[config.mk]
export PLATFORM = sky130hd
export DESIGN_NAME = sprite_blit_sched
export DESIGN_NICKNAME = d
export VERILOG_FILES = /design/src/rtl/sprite_pkg.sv /design/src/rtl/rr_arbiter.sv /design/src/rtl/sprite_blit_sched.sv
export SDC_FILE = /design/constraint.sdc
export NUM_CORES = 1
export LEC_CHECK = 0
export BUFFER_PORTS_ARGS = -buffer_cell sky130_fd_sc_hd__buf_2
export CAP_MARGIN = 20
export CORE_MARGIN = 5
export CORE_UTILIZATION = 50
export CTS_CLUSTER_SIZE = 40
export DETAILED_ROUTE_END_ITERATION = 10
export HOLD_SLACK_MARGIN = 0.02
export PLACE_DENSITY_LB_ADDON = 0.05
export SYNTH_ARGS = -nofsm -noshare
export SYNTH_HDL_FRONTEND = slang
export SYNTH_SLANG_ARGS = --single-unit
[constraint.sdc]
create_clock -name clk_i -period 6.3 [get_ports clk_i]
set_clock_uncertainty 0.2 [all_clocks]
set_input_delay 0.945 -clock clk_i [delete_from_list [all_inputs] [get_ports clk_i]]
set_output_delay 0.945 -clock clk_i [all_outputs]
set_load 0.005 [all_outputs]
[src/rtl/sprite_pkg.sv]
// Shared constants and types for the sprite blit scheduler.
//   SPR_W/SPR_H/SPR_PIXELS : sprite geometry (30x30, 900 pixels)
//   SCREEN_W/SCREEN_H      : visible frame-buffer area
//   TRANSP_IDX             : palette index that is never written
//   blit_state_t           : blit FSM states
//   pix_idx_t              : sprite ROM pixel index
package sprite_pkg;

    localparam int SPR_W      = 30;
    localparam int SPR_H      = 30;
    localparam int SPR_PIXELS = SPR_W * SPR_H;
    localparam int SCREEN_W   = 640;
    localparam int SCREEN_H   = 480;
    localparam logic [7:0] TRANSP_IDX = 8'h2b;

    typedef enum logic [1:0] {
        IDLE,
        FETCH,
        WRITE,
        DONE
    } blit_state_t;

    typedef logic [9:0] pix_idx_t;

endpackage

[src/rtl/rr_arbiter.sv]
// Combinational round-robin pick.
//   req_i        : request vector
//   last_grant_i : index of the most recently served requester
//   pick_o       : one-hot winner, the first set request after last_grant_i
module rr_arbiter #(
    parameter int NREQ = 2,
    parameter int LGW  = (NREQ > 1) ? $clog2(NREQ) : 1
) (
    input  logic [NREQ-1:0] req_i,
    input  logic [LGW-1:0]  last_grant_i,
    output logic [NREQ-1:0] pick_o
);

    logic           found;
    logic [LGW-1:0] idx;

    always_comb begin
        pick_o = '0;
        found  = 1'b0;
        idx    = '0;
        for (int i = 1; i <= NREQ; i++) begin
            idx = LGW'((int'(last_grant_i) + i) % NREQ);
            if (!found && req_i[idx]) begin
                pick_o[idx] = 1'b1;
                found       = 1'b1;
            end
        end
    end

endmodule

[src/rtl/sprite_blit_sched.sv]
// Sprite blit scheduler: grants one requester at a time, walks its sprite
// ROM row-major, drops transparent and off-screen pixels, and pushes the
// remaining pixels to the frame buffer over a valid/ready write port.
//   clk_i, reset_n_i        : clock, async active-low reset
//   req_i, req_x_i, req_y_i : level requests and sprite top-left positions
//   grant_o, done_o, busy_o : accept / completion pulses, activity flag
//   rom_sel_o, rom_addr_o, rom_data_i : sprite ROM read (combinational data)
//   fb_we_o, fb_addr_o, fb_data_o, fb_ready_i : frame-buffer write port
//
// state | meaning
// IDLE  | waiting for a request; arbitrate and latch position
// FETCH | look at the current ROM pixel; skip it or stage a write
// WRITE | hold the write until the frame buffer accepts it
// DONE  | pulse done for the served requester, update round-robin pointer
module sprite_blit_sched
    import sprite_pkg::*;
#(
    parameter int         NREQ     = 2,
    parameter int         SPR_W    = sprite_pkg::SPR_W,
    parameter int         SPR_H    = sprite_pkg::SPR_H,
    parameter int         SCREEN_W = sprite_pkg::SCREEN_W,
    parameter int         SCREEN_H = sprite_pkg::SCREEN_H,
    parameter int         FB_AW    = 19,
    parameter logic [7:0] TRANSP   = TRANSP_IDX,
    parameter int         LGW      = (NREQ > 1) ? $clog2(NREQ) : 1
) (
    input  logic                 clk_i,
    input  logic                 reset_n_i,
    input  logic [NREQ-1:0]      req_i,
    input  logic [NREQ*10-1:0]   req_x_i,
    input  logic [NREQ*10-1:0]   req_y_i,
    output logic [NREQ-1:0]      grant_o,
    output logic [NREQ-1:0]      done_o,
    output logic                 busy_o,
    output logic [LGW-1:0]       rom_sel_o,
    output logic [9:0]           rom_addr_o,
    input  logic [7:0]           rom_data_i,
    output logic                 fb_we_o,
    output logic [FB_AW-1:0]     fb_addr_o,
    output logic [7:0]           fb_data_o,
    input  logic                 fb_ready_i
);

    localparam int CW   = $clog2(SPR_W);
    localparam int RW   = $clog2(SPR_H);
    localparam int NPIX = SPR_W * SPR_H;

    blit_state_t      state_q, state_d;
    logic [LGW-1:0]   last_grant_q, last_grant_d;
    logic [LGW-1:0]   rom_sel_q, rom_sel_d;
    logic [9:0]       x0_q, x0_d, y0_q, y0_d;
    logic [CW-1:0]    col_q, col_d;
    logic [RW-1:0]    row_q, row_d;
    pix_idx_t         pix_q, pix_d;
    logic             fb_we_q, fb_we_d;
    logic [FB_AW-1:0] fb_addr_q, fb_addr_d;
    logic [7:0]       fb_data_q, fb_data_d;
    // Low until the first clock after reset so grant stays 0 while in reset.
    logic             run_q;

    logic [NREQ-1:0]  pick;
    logic [LGW-1:0]   pick_idx;
    logic [10:0]      sx, sy;
    logic             visible;
    logic             adv;

    rr_arbiter #(.NREQ(NREQ), .LGW(LGW)) u_arb (
        .req_i        (req_i),
        .last_grant_i (last_grant_q),
        .pick_o       (pick)
    );

    always_comb begin
        pick_idx = '0;
        for (int i = 0; i < NREQ; i++) begin
            if (pick[i]) pick_idx = LGW'(i);
        end
    end

    assign sx      = {1'b0, x0_q} + 11'(col_q);
    assign sy      = {1'b0, y0_q} + 11'(row_q);
    assign visible = (rom_data_i != TRANSP) && (sx < 11'(SCREEN_W)) && (sy < 11'(SCREEN_H));

    always_comb begin
        state_d      = state_q;
        last_grant_d = last_grant_q;
        rom_sel_d    = rom_sel_q;
        x0_d         = x0_q;
        y0_d         = y0_q;
        col_d        = col_q;
        row_d        = row_q;
        pix_d        = pix_q;
        fb_we_d      = fb_we_q;
        fb_addr_d    = fb_addr_q;
        fb_data_d    = fb_data_q;
        adv          = 1'b0;
        grant_o      = '0;
        done_o       = '0;

        case (state_q)
            IDLE: begin
                if (run_q && (|pick)) begin
                    grant_o   = pick;
                    x0_d      = req_x_i[pick_idx*10 +: 10];
                    y0_d      = req_y_i[pick_idx*10 +: 10];
                    rom_sel_d = pick_idx;
                    col_d     = '0;
                    row_d     = '0;
                    pix_d     = '0;
                    state_d   = FETCH;
                end
            end
            FETCH: begin
                if (visible) begin
                    // sy*640 built from shifts: 640 = 512 + 128
                    fb_addr_d = (FB_AW'(sy) << 9) + (FB_AW'(sy) << 7) + FB_AW'(sx);
                    fb_data_d = rom_data_i;
                    fb_we_d   = 1'b1;
                    state_d   = WRITE;
                end else begin
                    adv = 1'b1;
                end
            end
            WRITE: begin
                if (fb_ready_i) begin
                    fb_we_d = 1'b0;
                    adv     = 1'b1;
                end
            end
            DONE: begin
                done_o[rom_sel_q] = 1'b1;
                last_grant_d      = rom_sel_q;
                state_d           = IDLE;
            end
            default: state_d = IDLE;
        endcase

        if (adv) begin
            if (pix_q == pix_idx_t'(NPIX - 1)) begin
                state_d = DONE;
            end else begin
                state_d = FETCH;
                pix_d   = pix_q + 1'b1;
                if (col_q == CW'(SPR_W - 1)) begin
                    col_d = '0;
                    row_d = row_q + 1'b1;
                end else begin
                    col_d = col_q + 1'b1;
                end
            end
        end
    end

    always_ff @(posedge clk_i or negedge reset_n_i) begin
        if (!reset_n_i) begin
            state_q      <= IDLE;
            last_grant_q <= LGW'(NREQ - 1);
            rom_sel_q    <= '0;
            x0_q         <= '0;
            y0_q         <= '0;
            col_q        <= '0;
            row_q        <= '0;
            pix_q        <= '0;
            fb_we_q      <= 1'b0;
            fb_addr_q    <= '0;
            fb_data_q    <= '0;
            run_q        <= 1'b0;
        end else begin
            state_q      <= state_d;
            last_grant_q <= last_grant_d;
            rom_sel_q    <= rom_sel_d;
            x0_q         <= x0_d;
            y0_q         <= y0_d;
            col_q        <= col_d;
            row_q        <= row_d;
            pix_q        <= pix_d;
            fb_we_q      <= fb_we_d;
            fb_addr_q    <= fb_addr_d;
            fb_data_q    <= fb_data_d;
            run_q        <= 1'b1;
        end
    end

    assign busy_o     = (state_q != IDLE) || (|grant_o);
    assign rom_sel_o  = rom_sel_q;
    assign rom_addr_o = pix_q;
    assign fb_we_o    = fb_we_q;
    assign fb_addr_o  = fb_addr_q;
    assign fb_data_o  = fb_data_q;

endmodule

==> results of run 1 <==
==> metal layers <==
| metal | GRT usage (%) | up-vias | routed length, um |
|---|---|---|---|
| met2 | 31.7 | 73 | 5200 |
| met3 | 2.72 | 8 | 428 |
| met4 | 7.48 | 0 | 102 |
| li1 | - | 1990 | - |
| met5 | 0 | - | 0 |
| met1 | 26.3 | 1862 | 4990 |
==> synth_stat cells, types with 2 or more instances <==
cell type / count
and3_1: 6
mux2i_1: 23
a211oi_1: 2
o211ai_1: 3
and4b_1: 2
nor3b_1: 4
buf_1: 3
a21boi_0: 2
nor2_1: 21
a221o_1: 4
o21ai_0: 52
buf_2: 6
o21bai_1: 3
o211a_1: 2
nor3_1: 6
a31oi_1: 2
o21a_1: 6
dfrtp_1: 72
and4_1: 3
buf_6: 3
mux2_1: 10
a21oi_1: 16
nand4_1: 6
nand4b_1: 2
ha_1: 38
mux2_2: 6
nand3_1: 17
nand2_1: 56
and2_1: 4
fa_1: 4
clkbuf_1: 13
or3_1: 2
nor4b_1: 2
or2_2: 2
a211o_1: 4
nor2b_1: 6
xnor2_1: 13
a21o_1: 12
nand2b_1: 3
o31ai_1: 3
a22o_1: 3
inv_1: 17
nand3b_1: 2
xor2_1: 9
==> worst min-delay path, stage by stage, from the launching register on <==
cell	delay (ns)
dfrtp_1	0.34
nand2_1	0.04
o21ai_0	0.05
==> worst paths after layout <==
kind	start	to	slack, ns	cells past startpoint
setup / recovery	col_q[0]$_DFF_PN0_	fb_addr_o[18]$_DFFE_PN0P_	1.72	19
hold reg to reg	fb_addr_o[13]$_DFFE_PN0P_	fb_addr_o[13]$_DFFE_PN0P_	0.27	2
min in group asynchronous	reset_n_i	fb_addr_o[15]$_DFFE_PN0P_	0.53	1
max in group asynchronous	reset_n_i	row_q[2]$_DFF_PN0_	4.78	1
hold / removal	fb_addr_o[13]$_DFFE_PN0P_	fb_addr_o[13]$_DFFE_PN0P_	0.27	2
setup reg to reg	col_q[0]$_DFF_PN0_	fb_addr_o[18]$_DFFE_PN0P_	1.72	19
==> flip-flops by register name (all words and copies together) (netlist names) <==
register	count
col_q	5
fb_addr_o	19
fb_data_o	8
fb_we_o	1
last_grant_q	1
rom_addr_o	10
rom_sel_o	1
row_q	5
run_q	1
state_q	2
x0_q	10
y0_q	10
==> cell families (layout without fill, tap and decap cells) <==
kind of cell               count (synthesis)  after routing  synth area share, %
AOI/OAI and AO/OA                        135            135                 19.3
xor gates and xnor gates                  22             22                 3.95
adders and majority gates                 42             42                 11.4
buffers and inverters                     42            131                 3.85
DFF                                       73             73                 37.5
muxes                                     39             39                 8.42
other                                      1              1               0.0769
and+or+nand+nor                          148            148                 15.5
==> cell type report <==
cell class	count	area (um2)
Inverter	17	63.8
Sequential cell	73	1830
Timing Repair Buffer	98	498
Fill cell	921	4050
Clock buffer	13	149
Multi-Input combinational cell	387	2860
Tap cell	133	166
Clock inverter	3	18.8
==> power by group through the flow <==
stage	Clock, W	Sequential, W	Combinational [W]
2_1_floorplan	0	0.000771	0.00100
3_5_place_dp	0	0.000818	0.00131
6_report	0.000326	0.000810	0.00131
4_1_cts	0.000340	0.000810	0.00133
5_1_grt	0.000365	0.000837	0.00150
3_3_place_gp	0	0.000808	0.00129
==> through the flow <==
step | hold slack [ns] | utilization, %
after CTS | 0.282 | 58.0
after global routing | 0.301 | 58.0
final | 0.272 | 58.0
after detailed placement | 0.265 | 56.2
after global placement | 0.256 | 56.2
after floorplan | 0.256 | -
==> flow_summary.json, run 1 <==
{
  "worstPathMaxFanout": 6,
  "initialDrtViolationCount": 139,
  "via_count_of_the_first_global_routing_pass": 3855,
  "power.internal_w": 0.00140,
  "pwr-share-clk_pct": 13.4,
  "post_route_cells_drive_above_1_share_pct": 22.5,
  "timing.max_slew.rel_slack_pct": 39.1,
  "holdBufCountCts": 0,
  "worst_setup_path_start_kind": "register",
  "core_region_area_mm2": 0.00964,
  "ys_async_sr_fraction_pct": 100,
  "synth_enable_flop_cells": 0,
  "worst_ir_drop_on_vdd_mv": 0.212,
  "clockRootBuffer": "clkbuf_8",
  "rsz0062_at_grt": "no",
  "grt_start_max_net_pins": 74,
  "grt_remaining_overflow": 0,
  "critical_path.slowest_cell": "dfrtp_1",
  "vias": 3933,
  "timing.critical_path.to_type": "register",
  "power_per_cell_area_mw_per_mm2": 437,
  "yosysTopAreaCellShare_pct": 37.0,
  "gpl.final_weighted_congestion": 0.924,
  "route.antenna.remaining_nets": 0,
  "max_cap_violations": 0,
  "holdCritPathClass": "register to register",
  "post_cts_buffers": 0,
  "synth_cell_type_count": 71,
  "timing.critical_path.max_delay_family": "adder cells",
  "worst_setup_hold_path_clk_slew_ns": 0.07,
  "finalCriticalPeriod_ns": 4.58,
  "tightestPinTransition_ns": 0.914,
  "worstPathCellList": "ha_1 -> inv_1 -> fa_1 -> nor2b_1 -> o31a_1 -> or2_2 -> nand4_1 -> xnor2_1 -> ha_1 -> ha_1 -> fa_1 -> a21oi_1 -> nor2_1 -> nor2_1 -> o21ai_0 -> o41ai_1 -> o21ai_0 -> xor2_1 -> o21ai_0",
  "postLayoutSetupSlackWorst_ns": 1.72,
  "placed_cells": 708,
  "crit_buf_inv": 1,
  "floorplan.die.height_um": 109,
  "ys_seq_elements": 73,
  "clkLatencyLatePin_ns": 0.35,
  "globalRouteTotalUtil_pct": 19.5,
  "drc": 0,
  "drt-total-wl_um": 10700,
  "grt_first_pass_wirelength_um": 18300,
  "syn-num-nets": 597,
  "viasPerCell": 5.43,
  "die_area_mm2": 0.0118,
  "synth_area_mm2": 0.00487,
  "dr.pass1.iters": 4,
  "report.final.slew_viol_count": 0,
  "setup_viol_count_final": 0,
  "sw_frac_of_total_pct": 42.7,
  "synth.yosys.seq_area_share_pct": 37.5,
  "most_frequent_cells_in_the_layout": "95 x buf_2, 72 x dfrtp_1, 56 x nand2_1, 52 x o21ai_0, 38 x ha_1",
  "syn_area_per_cell_um2": 9.71,
  "fraction_of_power_consumed_by_combinational_cells_pct": 53.5,
  "leakagePower_nw": 2.79,
  "netlist_instances": 502,
  "seqPwrFrac_pct": 33.2,
  "post-route-cell-area_mm2": 0.00559,
  "cts_resized": 0,
  "required_arrival_time_at_the_worst_endpoint_ns": 6.35,
  "io_pins": 97,
  "yosys-top-cells-area": "dfrtp_1 37%, ha_1 9.8%, o21ai_0 5.3%",
  "synth_top_area_cell": "dfrtp_1",
  "wl_per_cell_um": 14.8,
  "cts_tree": "yes",
  "power.switching_w": 0.00104,
  "detailed_place_hpwl_um": 8060,
  "flow.area_growth_from_synthesis_pct": 14.6,
  "cpPeakStageDelay_ns": 0.44,
  "total_number_of_clock_tree_sinks": 73,
  "layout_worst_path_cycle_share_pct": 72.7,
  "cts_buffers": 9,
  "start_util_pct": 50.6,
  "grt_antenna_before_repair": 0,
  "number_of_standard_cell_rows_in_the_floorplan": 36,
  "cts.htree.levels": 3,
  "insertedDiodeCount": 0,
  "timing.fmax_ghz": 0.218,
  "total_power_w": 0.00244,
  "largest_buffer_count_on_any_clock_path": 2,
  "run_status": "finished clean",
  "most_common_cell_after_layout_fill_and_taps_aside": "buf_2",
  "detailed_place.area_mm2": 0.00542,
  "final_net_count": 681,
  "yosys_most_used_dff": "dfrtp_1",
  "synth_warn": 0,
  "tns_ns": 0,
  "count_of_buffers_inserted_at_the_top_level_ports": 96,
  "worstSetupPathType": "register to register",
  "post-place-ws_ns": 1.71,
  "die_w_um": 109,
  "number_of_hold_violations_in_the_final_report": 0,
  "post_layout_nonfiller_instances": 724,
  "arrival_ns": 4.63
}
No activity file was read; power rests on OpenSTA's default activity.
==> inputs of run 2 (changes only) <==
Clock period 6.3 ns to 4.71 ns, I/O delays scaled along.
==> run 2 against run 1 <==
Against the previous run:
- cell count grew 0.55%
- critical path type unchanged
- maximum frequency up 3.1%
- first-iteration DRC count decreased by 9.4%
- critical path depth shrank 3
- count of clock-buffer cells in the layout is 3 lower
- cell area is 1.2% higher
- highest routed layer unchanged
- die area is the same
- sequential power grew 33%
==> flow_summary.json, run 2 (synthesized netlist as in run 1, its figures left out) <==
{
  "worst_setup_hold_path_clk_slew_ns": 0.08,
  "globalRouteTotalUtil_pct": 18.9,
  "number_of_hold_violations_in_the_final_report": 0,
  "post-route-cell-area_mm2": 0.00565,
  "post_route_cells_drive_above_1_share_pct": 24.4,
  "worstSetupPathType": "register to register",
  "grt_start_max_net_pins": 74,
  "cts_buffers": 9,
  "holdCritPathClass": "input pin to asynchronous set/reset pin",
  "leakagePower_nw": 2.82,
  "max_ffs_per_register": 19,
  "core_region_area_mm2": 0.00964,
  "clkLatencyLatePin_ns": 0.35,
  "reg2regPathDepth": 16,
  "reg2reg_setup_slack_ns": 0.27,
  "detailed_place_hpwl_um": 8080,
  "worst_r2r_endpoint": "fb_addr_o[17]$_DFFE_PN0P_",
  "setup.worst_path.start": "col_q[1]$_DFF_PN0_",
  "most_frequent_cells_in_the_layout": "95 x buf_2, 71 x dfrtp_1, 56 x nand2_1, 52 x o21ai_0, 37 x ha_1",
  "post-place-ws_ns": 0.150,
  "timing.fmax_ghz": 0.225,
  "vias": 3953,
  "post_layout_nonfiller_instances": 728,
  "dr.pass1.iters": 4,
  "holdBufCountCts": 0,
  "drt-total-wl_um": 10700,
  "arrival_ns": 4.46,
  "insertedDiodeCount": 0,
  "number_of_standard_cell_rows_in_the_floorplan": 36,
  "via_count_of_the_first_global_routing_pass": 3799,
  "tns_ns": 0,
  "grt_remaining_overflow": 0,
  "count_of_buffers_inserted_at_the_top_level_ports": 96,
  "tightestPinTransition_ns": 0.897,
  "max_cap_violations": 0,
  "required_arrival_time_at_the_worst_endpoint_ns": 4.73,
  "cts.htree.levels": 3,
  "viasPerCell": 5.43,
  "worstPathMaxFanout": 5,
  "postLayoutSetupSlackWorst_ns": 0.267,
  "worst_setup_path_start_kind": "register",
  "largest_buffer_count_on_any_clock_path": 2,
  "layout_worst_path_cycle_share_pct": 94.3,
  "grt_first_pass_wirelength_um": 17900,
  "wl_per_cell_um": 14.6,
  "setup_viol_count_final": 0,
  "final_net_count": 685,
  "timing.critical_path.to_type": "register",
  "io_pins": 97,
  "route.antenna.remaining_nets": 0,
  "clockRootBuffer": "clkbuf_8",
  "start_util_pct": 50.6,
  "placed_cells": 710,
  "total_number_of_clock_tree_sinks": 73,
  "flow.area_growth_from_synthesis_pct": 16.0,
  "reg2reg_from": "col_q[1]$_DFF_PN0_",
  "total_power_w": 0.00334,
  "floorplan.die.height_um": 109,
  "finalCriticalPeriod_ns": 4.44,
  "die_area_mm2": 0.0118,
  "drc": 0,
  "grt_antenna_before_repair": 0,
  "detailed_place.area_mm2": 0.00543,
  "report.final.slew_viol_count": 0,
  "run_status": "finished clean",
  "worst_ir_drop_on_vdd_mv": 0.377,
  "power_per_cell_area_mw_per_mm2": 591,
  "most_common_cell_after_layout_fill_and_taps_aside": "buf_2",
  "gpl.final_weighted_congestion": 0.916,
  "die_w_um": 109,
  "rsz0062_at_grt": "no",
  "cts_tree": "yes",
  "initialDrtViolationCount": 126,
  "timing.max_slew.rel_slack_pct": 40.2
}
run 2: what timing repair did:
action	CTS	global route
setup endpoints to repair	0	3
setup buffers	0	2
resized for setup	0	5
run 2: how the worst max path moves through the flow:
stage,slack (ns),cells past startpoint,to
floorplan,0.47,16,fb_addr_o[17]$_DFFE_PN0P_
global placement,0.28,16,fb_addr_o[17]$_DFFE_PN0P_
detailed placement,0.15,19,fb_addr_o[18]$_DFFE_PN0P_
CTS,0.12,19,fb_addr_o[18]$_DFFE_PN0P_
global route,0.02,19,fb_addr_o[18]$_DFFE_PN0P_
finish,0.27,16,fb_addr_o[17]$_DFFE_PN0P_
run 2: metal layers:
| metal | wire (um) | global-route usage (%) | vias to the layer above | share of wire (%) |
|---|---|---|---|---|
| met5 | 0 | 0 | - | 0 |
| li1 | - | - | 1988 | - |
| met1 | 5140 | 25.9 | 1891 | 48 |
| met4 | 124 | 6.22 | 0 | 1.2 |
| met3 | 385 | 2.84 | 9 | 3.6 |
| met2 | 5000 | 31.0 | 65 | 47 |
run 2: power by group:
| part | switching (W) | internal, W | leakage, nW |
|---|---|---|---|
| Combinational | 0.000975 | 0.000820 | 1.80 |
| Sequential | 0.000210 | 0.000870 | 0.924 |
| Clock | 0.000258 | 0.000211 | 0.0895 |
run 2: layout make-up:
type | instances | area [um2]
fill | 916 | 3990
multi-input combinational | 387 | 2880
sequential | 73 | 1830
timing repair buffer | 102 | 528
tap | 133 | 166
clock buffer | 10 | 138
inverter | 17 | 63.8
clock inverter | 6 | 50.0
run 2: worst max-delay path, stage by stage, from the launching register on:
cell	delay [ns]
dfrtp_1	0.43
ha_1	0.33
a211o_1	0.35
a21o_1	0.19
a21o_1	0.22
and3_1	0.18
nor2_1	0.13
fa_1	0.48
ha_1	0.31
a21o_1	0.16
a21oi_2	0.17
o21bai_1	0.09
a2111o_1	0.43
a31o_2	0.23
a21oi_1	0.17
xor2_1	0.15
o21ai_0	0.08
run 2: per-stage QoR:
step           util (%)  hold WS (ns)
2_1_floorplan         -         0.211
3_3_place_gp       56.4         0.257
3_5_place_dp       56.4         0.265
5_1_grt            58.7         0.308
6_report           58.7         0.276
4_1_cts            58.3         0.285
==> inputs of run 3 (changes only) <==
Settings changed: CORE_UTILIZATION 50 to 33.
==> run 3 against run 2 <==
Against the previous run:
- via count is 0.48% lower
- critical path type unchanged
- largest cell class unchanged
- sequential share of layout area is 1.2 points lower
- global-route usage is 4.9 points lower
- sequential cell count stayed put
- setup slack worse by 0.037 ns
==> flow_summary.json, run 3 (synthesized netlist as in run 1, its figures left out) <==
{
  "holdCritPathClass": "register to register",
  "arrival_ns": 4.48,
  "grt_start_max_net_pins": 74,
  "cpPeakStageDelay_ns": 0.48,
  "most_frequent_cells_in_the_layout": "95 x buf_2, 72 x dfrtp_1, 56 x nand2_1, 52 x o21ai_0, 38 x ha_1",
  "reg2reg_from": "col_q[1]$_DFF_PN0_",
  "die_area_mm2": 0.0173,
  "timing.critical_path.to_type": "register",
  "gpl.final_weighted_congestion": 0.851,
  "timing.critical_path.max_delay_family": "compound AO/OA/AOI/OAI gates",
  "finalCriticalPeriod_ns": 4.48,
  "post_cts_buffers": 0,
  "detailed_place_hpwl_um": 8940,
  "dr.pass1.iters": 4,
  "drt-total-wl_um": 11900,
  "setup_viol_count_final": 0,
  "worst_r2r_endpoint": "fb_addr_o[17]$_DFFE_PN0P_",
  "sw_frac_of_total_pct": 39.9,
  "required_arrival_time_at_the_worst_endpoint_ns": 4.71,
  "timing.max_slew.rel_slack_pct": 36.1,
  "flow.area_growth_from_synthesis_pct": 20.2,
  "total_number_of_clock_tree_sinks": 73,
  "wl_per_cell_um": 15.2,
  "grt_remaining_overflow": 0,
  "route.antenna.remaining_nets": 0,
  "globalRouteTotalUtil_pct": 14.0,
  "power.internal_w": 0.00218,
  "power_per_cell_area_mw_per_mm2": 620,
  "leakagePower_nw": 2.90,
  "power.switching_w": 0.00145,
  "worst_setup_path_start_kind": "register",
  "max_ffs_per_register": 19,
  "final.fill_count": 1490,
  "drc": 0,
  "max_cap_violations": 0,
  "cts_tree": "yes",
  "viasPerCell": 5.04,
  "worst_ir_drop_on_vdd_mv": 0.187,
  "count_of_buffers_inserted_at_the_top_level_ports": 96,
  "postLayoutCoreUtil_pct": 40.3,
  "critPathMostFrequentCell": "a21o_1",
  "worstPathCellList": "ha_1 -> a211o_1 -> a21o_1 -> a21o_1 -> and3_1 -> nor2_1 -> fa_1 -> ha_1 -> a21o_1 -> a21oi_1 -> o21bai_1 -> a2111o_1 -> a31o_2 -> a21oi_1 -> xor2_1 -> o21ai_0",
  "via_count_of_the_first_global_routing_pass": 4066,
  "area.sequential_mm2": 0.00183,
  "io_pins": 97,
  "insertedDiodeCount": 0,
  "whs_endpoint": "fb_addr_o[12]$_DFFE_PN0P_",
  "number_of_standard_cell_rows_in_the_floorplan": 44,
  "multiInputGateArea_mm2": 0.00288,
  "post_route_cells_drive_above_1_share_pct": 23.3,
  "worstSetupPathType": "register to register",
  "run_status": "finished clean",
  "pwr-share-clk_pct": 20.7,
  "critical_path.slowest_cell": "fa_1",
  "reg2reg_setup_slack_ns": 0.23,
  "tightestPinTransition_ns": 0.959,
  "clkLatencyLatePin_ns": 0.34,
  "core_region_area_mm2": 0.0145,
  "worst_setup_hold_path_clk_slew_ns": 0.06,
  "layout_worst_path_cycle_share_pct": 95.1,
  "grt_first_pass_wirelength_um": 20100,
  "min-delay-start": "fb_addr_o[12]$_DFFE_PN0P_",
  "grt_antenna_before_repair": 0,
  "seqPwrFrac_pct": 29.7,
  "most_common_cell_after_layout_fill_and_taps_aside": "buf_2",
  "report.final.slew_viol_count": 0,
  "start_util_pct": 33.5,
  "vias": 3934,
  "worstPathMaxFanout": 5,
  "reg2regPathDepth": 16,
  "initialDrtViolationCount": 223,
  "floorplan.die.height_um": 132,
  "cts.htree.levels": 3,
  "final_net_count": 686,
  "clockRootBuffer": "clkbuf_16",
  "cts_buffers": 9,
  "die_w_um": 132,
  "crit_buf_inv": 0,
  "fraction_of_power_consumed_by_combinational_cells_pct": 49.6,
  "rsz0062_at_grt": "no",
  "timing.fmax_ghz": 0.223,
  "min_delay_path_depth": 2,
  "largest_buffer_count_on_any_clock_path": 2,
  "number_of_hold_violations_in_the_final_report": 0,
  "tns_ns": 0
}
[run 3: cell count changes in the layout (fill, tap and decap cells not counted), sizes merged]
cell	previous run	this run
buf	102	103
bufinv	0	2
clkbuf	10	14
clkinv	2	0
clkinvlp	2	0
inv	19	17
[run 3: worst min-delay path, stage by stage, from the launching register on]
cell and delay (ns):
dfrtp_1 0.33, nand2_1 0.05, o21ai_0 0.06
[run 3: metal layers]
| layer | track usage, % | up-vias | part of all wire (%) |
|---|---|---|---|
| li1 | - | 1996 | - |
| met1 | 17.7 | 1866 | 47 |
| met2 | 23.3 | 59 | 48 |
| met3 | 4.28 | 13 | 3.9 |
| met4 | 4.00 | 0 | 1.1 |
| met5 | 0 | - | 0 |
[run 3: timing repair]
item,CTS,global route
endpoints found under the hold margin,0,0
hold buffers,0,0
setup endpoints to repair,0,1
resized for setup,0,1
[run 3: power by group through the flow]
stage	clock network [W]	registers (W)	logic, W
after floorplan	0	0.00103	0.00134
after global placement	0	0.00108	0.00181
after detailed placement	0	0.00109	0.00181
final	0.000751	0.00108	0.00180
after CTS	0.000781	0.00108	0.00183
after global routing	0.000805	0.00112	0.00208
[run 3: area by class of cell]
| cell class | count | share of cell area (%) |
|---|---|---|
| inverters | 17 | 1.09 |
| multi-input cells | 387 | 49.1 |
| well taps | 184 | 3.93 |
| repair buffers | 103 | 9.14 |
| flip-flops and latches | 73 | 31.2 |
| clock inverters | 2 | 1.02 |
| clock buffers | 14 | 4.51 |
[run 3: worst max-delay path by stage]
stage,startpoint,to,cells after the start
after floorplan,col_q[1]$_DFF_PN0_,fb_addr_o[17]$_DFFE_PN0P_,16
after global placement,col_q[1]$_DFF_PN0_,fb_addr_o[17]$_DFFE_PN0P_,16
after detailed placement,col_q[0]$_DFF_PN0_,fb_addr_o[18]$_DFFE_PN0P_,19
after CTS,col_q[0]$_DFF_PN0_,fb_addr_o[18]$_DFFE_PN0P_,19
after global routing,col_q[0]$_DFF_PN0_,fb_addr_o[18]$_DFFE_PN0P_,19
final,col_q[1]$_DFF_PN0_,fb_addr_o[17]$_DFFE_PN0P_,16
[run 3: through the flow]
stage          total power [W]  std cells  hold WS (ns)  area [um2]  setup WS (ns)
5_1_grt                0.00401        780         0.299        5860        0.00554
3_3_place_gp           0.00289        764         0.261        5530          0.265
2_1_floorplan          0.00238        502         0.211        4870          0.465
4_1_cts                0.00370        780         0.279        5850          0.150
3_5_place_dp           0.00291        764         0.267        5530          0.185
6_report               0.00363        780         0.270        5860          0.230
